--- config.mk ---
export PLATFORM = sky130hd
export DESIGN_NAME = mii_byte_collect
export DESIGN_NICKNAME = d
export VERILOG_FILES = /design/src/rtl/mii_byte_collect.sv
export SDC_FILE = /design/constraint.sdc
export NUM_CORES = 1
export LEC_CHECK = 0
export CORE_ASPECT_RATIO = 1.75
export CORE_MARGIN = 3
export CORE_UTILIZATION = 52
export CTS_BUF_LIST = sky130_fd_sc_hd__clkbuf_16
export DETAILED_ROUTE_END_ITERATION = 8
export HOLD_SLACK_MARGIN = 0.12
export PLACE_DENSITY = 0.89
export SLEW_MARGIN = 20
export SYNTH_ARGS = -nofsm -noshare
export SYNTH_HDL_FRONTEND = slang
export SYNTH_SLANG_ARGS = --single-unit
--- constraint.sdc ---
create_clock -name clk -period 2.1 [get_ports clk]
set_input_delay 0.315 -clock clk [delete_from_list [all_inputs] [get_ports clk]]
set_output_delay 0.315 -clock clk [all_outputs]
set_load 0.1 [all_outputs]
--- src/rtl/mii_byte_collect.sv ---
// mii_byte_collect
//   Reassembles the deframed MII nibble stream into bytes, low nibble first.
//   It emits one byte strobe per complete byte, marking the first byte of
//   each frame. It then emits a single end-of-frame pulse carrying the frame
//   status.
//
// Ports
//   clk, rst_n     receive clock, async active-low reset
//   rx_d, rx_dv    deframed nibble and its valid (frame = rx_dv high run)
//   rx_fcs_ok      FCS-good, sampled in the first rx_dv-low cycle of a frame
//   byte_data      assembled byte {hi, lo}; holds between strobes
//   byte_stb       one-cycle byte strobe
//   byte_sof       with byte_stb on the first byte of a frame
//   eof            one-cycle pulse; the status outputs below update with it
//   frame_len      complete bytes counted, saturating at MAX_LEN+1
//   frame_ok       fcs ok, no odd nibble, length legal
//   err_odd        frame ended on an unpaired low nibble
//   err_len        length < MIN_LEN or > MAX_LEN
module mii_byte_collect #(
  parameter int MIN_LEN = 60,
  parameter int MAX_LEN = 1514,
  parameter int LEN_W   = 11
) (
  input  logic             clk,
  input  logic             rst_n,
  input  logic [3:0]       rx_d,
  input  logic             rx_dv,
  input  logic             rx_fcs_ok,
  output logic [7:0]       byte_data,
  output logic             byte_stb,
  output logic             byte_sof,
  output logic             eof,
  output logic [LEN_W-1:0] frame_len,
  output logic             frame_ok,
  output logic             err_odd,
  output logic             err_len
);

  localparam logic [LEN_W-1:0] MIN_C  = LEN_W'(MIN_LEN);
  localparam logic [LEN_W-1:0] MAX_C  = LEN_W'(MAX_LEN);
  localparam logic [LEN_W-1:0] SAT_C  = LEN_W'(MAX_LEN + 1);

  typedef enum logic [1:0] {SYNC, IDLE, HI, LO} state_t;

  state_t           state, state_nxt;
  logic [3:0]       low_nib;
  logic [LEN_W-1:0] cnt;
  logic             start, take_lo, take_hi, end_frame;
  logic             odd_now, len_bad;

  always_ff @(posedge clk or negedge rst_n) begin
    if (!rst_n) state <= SYNC;
    else        state <= state_nxt;
  end

  // END is not a state of its own: it is the rx_dv-low sample taken in HI/LO.
  always_comb begin
    state_nxt = state;
    start     = 1'b0;
    take_lo   = 1'b0;
    take_hi   = 1'b0;
    end_frame = 1'b0;
    case (state)
      SYNC: if (!rx_dv) state_nxt = IDLE;
      IDLE: if (rx_dv) begin
        start     = 1'b1;
        take_lo   = 1'b1;
        state_nxt = HI;
      end
      HI: if (rx_dv) begin
        take_hi   = 1'b1;
        state_nxt = LO;
      end else begin
        end_frame = 1'b1;
        state_nxt = IDLE;
      end
      LO: if (rx_dv) begin
        take_lo   = 1'b1;
        state_nxt = HI;
      end else begin
        end_frame = 1'b1;
        state_nxt = IDLE;
      end
      default: state_nxt = SYNC;
    endcase
  end

  // Ending in HI means a low nibble is still waiting for its partner.
  assign odd_now = (state == HI);
  assign len_bad = (cnt < MIN_C) || (cnt > MAX_C);

  always_ff @(posedge clk or negedge rst_n) begin
    if (!rst_n) begin
      low_nib   <= '0;
      cnt       <= '0;
      byte_data <= '0;
      byte_stb  <= 1'b0;
      byte_sof  <= 1'b0;
      eof       <= 1'b0;
      frame_len <= '0;
      frame_ok  <= 1'b0;
      err_odd   <= 1'b0;
      err_len   <= 1'b0;
    end else begin
      byte_stb <= 1'b0;
      byte_sof <= 1'b0;
      eof      <= 1'b0;
      if (take_lo) low_nib <= rx_d;
      if (start)   cnt     <= '0;
      if (take_hi) begin
        if (cnt < MAX_C) begin
          byte_data <= {rx_d, low_nib};
          byte_stb  <= 1'b1;
          byte_sof  <= (cnt == '0);
          cnt       <= cnt + 1'b1;
        end else begin
          // Oversize: stop strobing, park the count one past the limit.
          cnt <= SAT_C;
        end
      end
      if (end_frame) begin
        eof       <= 1'b1;
        frame_len <= cnt;
        err_odd   <= odd_now;
        err_len   <= len_bad;
        frame_ok  <= rx_fcs_ok & ~odd_now & ~len_bad;
      end
    end
  end

endmodule

==> impl_metrics.tcl <==
set metrics [dict create \
    io_pins 33 \
    cts_setup_buffers 0 \
    power.switching_uw 929 \
    cp_slowest_cell "dfrtp_1" \
    required_ns 2.26 \
    netlist.area_leader.share_pct 55.9 \
    drt_iter0_drc 42 \
    cap_violations 0 \
    crit_path_cell_trace "and3_1, o2111ai_1, nand2_1, mux2_2" \
    switching_share_pct 36.4 \
    path_delay_family "simple AND/OR/NAND/NOR gates" \
    fin_util_pct 69.5 \
    grt_util_all_layers_pct 21.9 \
    critical_path_buf_inv_count 0 \
    syn-cell-area_um2 1880 \
    drt-pass1-iter-count 4 \
    initial_core_util_pct 54.7 \
    synthFlopType "dfrtp_1" \
    tightest_slew_ns 0.509 \
    hp-class "input pin to async pin" \
    root_buffer "clkbuf_16" \
    yosysWarnings 0 \
    clk_pin_slew_ns 0.06 \
    clk_latency_ns 0.28 \
    pwr-share-comb_pct 29.7 \
    yosysMostFrequentCell "dfrtp_1" \
    cts_resized 0 \
    grt_pass1_vias 1617 \
    syn-num-nets 195 \
    antenna_found_initial 0 \
    cts_tree "yes" \
    grt_pass1_wl_um 7200 \
    routed_wl_um 4340 \
    cts_made_buffers 5 \
    rows 28 \
    antenna_cells 0 \
    synth_edf_count 0 \
    seq_power_share_pct 37.1 \
    drive_gt1_share_pct 24.4 \
    worst-setup-path-type "register to register" \
    clock_tree.buffer_depth 2 \
    cpPeakStageDelay_ns 0.50 \
    rsz0062_at_grt "no" \
    fillers 281 \
    core_area_um2 3430 \
    drc 0 \
    cts.sinks 42 \
    synth-async-reset-ratio_pct 100 \
    fin_crit_ns 1.92 \
    cp-end-kind "register" \
    die_area_um2 4400 \
    post_drt_wl_per_cell_um 16.1 \
    gp_congestion 0.879 \
    peakVddDrop_v 0.000813 \
    synth_seq_area_share_pct 55.9 \
    status "finished, final reports clean" \
    timing.fmax_mhz 520 \
    internal_power_mw 1.62 \
    start_kind "register" \
    io_buffers 32 \
    timing.hold.ws_ns 0.443 \
    post-route-period-util_pct 91.6 \
    hold_violations 0 \
    postSynthAreaPerCell_um2 10.2 \
    fin_setup_tns_ns 0 \
    p_leak_nw 1.12 \
    dp_hpwl_um 3030 \
    layout.nets 234 \
    setup_violations 0 \
    area_growth_pct 27.0 \
    die_w_um 51.4 \
    synth_common_cells "42 x dfrtp_1, 33 x nand2_1, 14 x o21ai_0" \
    relSlewSlack_pct 66.0 \
    synth_area_leaders "dfrtp_1 56%, mux2_2 7.2%, nand2_1 6.6%" \
    seq_area_um2 1050 \
    worstPathArrival_ns 2.09 \
    worst-path-max-fanout 13 \
    p_per_area_nw_per_um2 1070 \
    multiInputGateArea_um2 753 \
    syn_inst 185 \
    ys_types 35 \
    yosys.area.top_type "dfrtp_1" \
    viasPerCell 5.74 \
    gr-total-overflow 0 \
    p_clk_share_pct 33.3 \
    htreeDepth 2 \
    grt_max_degree 19 \
    ant_nets 0 \
    cts_hold_buf 1 \
    die_y_um 85.5 \
    slew_viol_final 0 \
    vias 1550 \
    finalClockSkew_ns 0.00469 \
    ys_ff_latch 42 \
]
==> sequential cells by signal, summed over array words and instances (netlist names), 2 cells and up <==
signal,count
byte_data,8
state,2
frame_len,11
cnt,11
low_nib,4
==> routing by layer <==
layer | vias up | wire [µm] | GRT usage, %
met1 | 753 | 1550 | 22.4
met4 | 0 | 123 | 10.5
met5 | - | 0 | 0
met3 | 14 | 246 | 4.52
li1 | 722 | - | -
met2 | 61 | 2420 | 40.6
==> layout make-up <==
class,instances,share of cell area (%)
flip-flops and latches,42,44.0
inverters,8,1.26
well taps,45,2.36
clock buffers,5,5.24
clock inverters,3,1.73
multi-input cells,125,31.6
repair buffers,42,13.8
==> worst paths after layout <==
| kind | startpoint | endpoint | slack [ns] | depth (start not counted) |
|---|---|---|---|---|
| worst min-delay path | rst_n | low_nib[3] | 0.44 | 2 |
| min in group clk | frame_len[9] | frame_len[9] | 0.48 | 2 |
| worst max register to register | cnt[6] | byte_data[6] | 0.18 | 4 |
| worst max-delay path | cnt[6] | byte_data[6] | 0.18 | 4 |
| max in group asynchronous | rst_n | cnt[1] | 1.13 | 3 |
| worst min register to register | frame_len[9] | frame_len[9] | 0.48 | 2 |
==> cells by family (layout without fill, tap and decap cells) <==
group	after synthesis	after routing	synth area share, %
and+or+nand+nor	75	75	19.1
DFF	42	42	55.9
AOI/OAI and AO/OA	35	35	12.0
buffers and inverters	18	58	3.99
muxes	12	12	7.19
adders and majority gates	2	2	1.33
xor gates and xnor gates	1	1	0.466
==> power by group through the flow <==
stage / Combinational [mW] / Sequential, mW / Clock [mW]
global route: 0.788 / 0.955 / 0.897
floorplan: 0.125 / 1.40 / 0
detailed placement: 0.760 / 0.957 / 0
finish: 0.757 / 0.946 / 0.849
global placement: 0.746 / 0.956 / 0
CTS: 0.762 / 0.946 / 0.859
==> worst register-to-register path, delay by kind of cell (launching register included) <==
family / cells / cell delay, ns
and+or+nand+nor: 2 / 0.70
DFF: 1 / 0.50
muxes: 1 / 0.41
AOI/OAI and AO/OA: 1 / 0.19
==> stage by stage <==
step | total power, mW | area, µm² | setup slack (ns) | instances
2_1_floorplan | 1.53 | 1880 | 0.391 | 185
4_1_cts | 2.57 | 2390 | 0.207 | 270
3_5_place_dp | 1.72 | 2210 | 0.0245 | 261
5_1_grt | 2.64 | 2390 | 0.0821 | 270
6_report | 2.55 | 2390 | 0.175 | 270
3_3_place_gp | 1.70 | 2210 | 0.114 | 261
==> cells in the final DEF (no fill, tap or decap), drive strengths merged, types with 6 or more instances in the layout <==
master,n
dfrtp,42
buf,35
nand2,33
o21ai,14
nor3,13
mux2,12
inv,8
nor2,8
clkdlybuf4s50,6
Note: power is estimated with default switching activity, not from simulation.
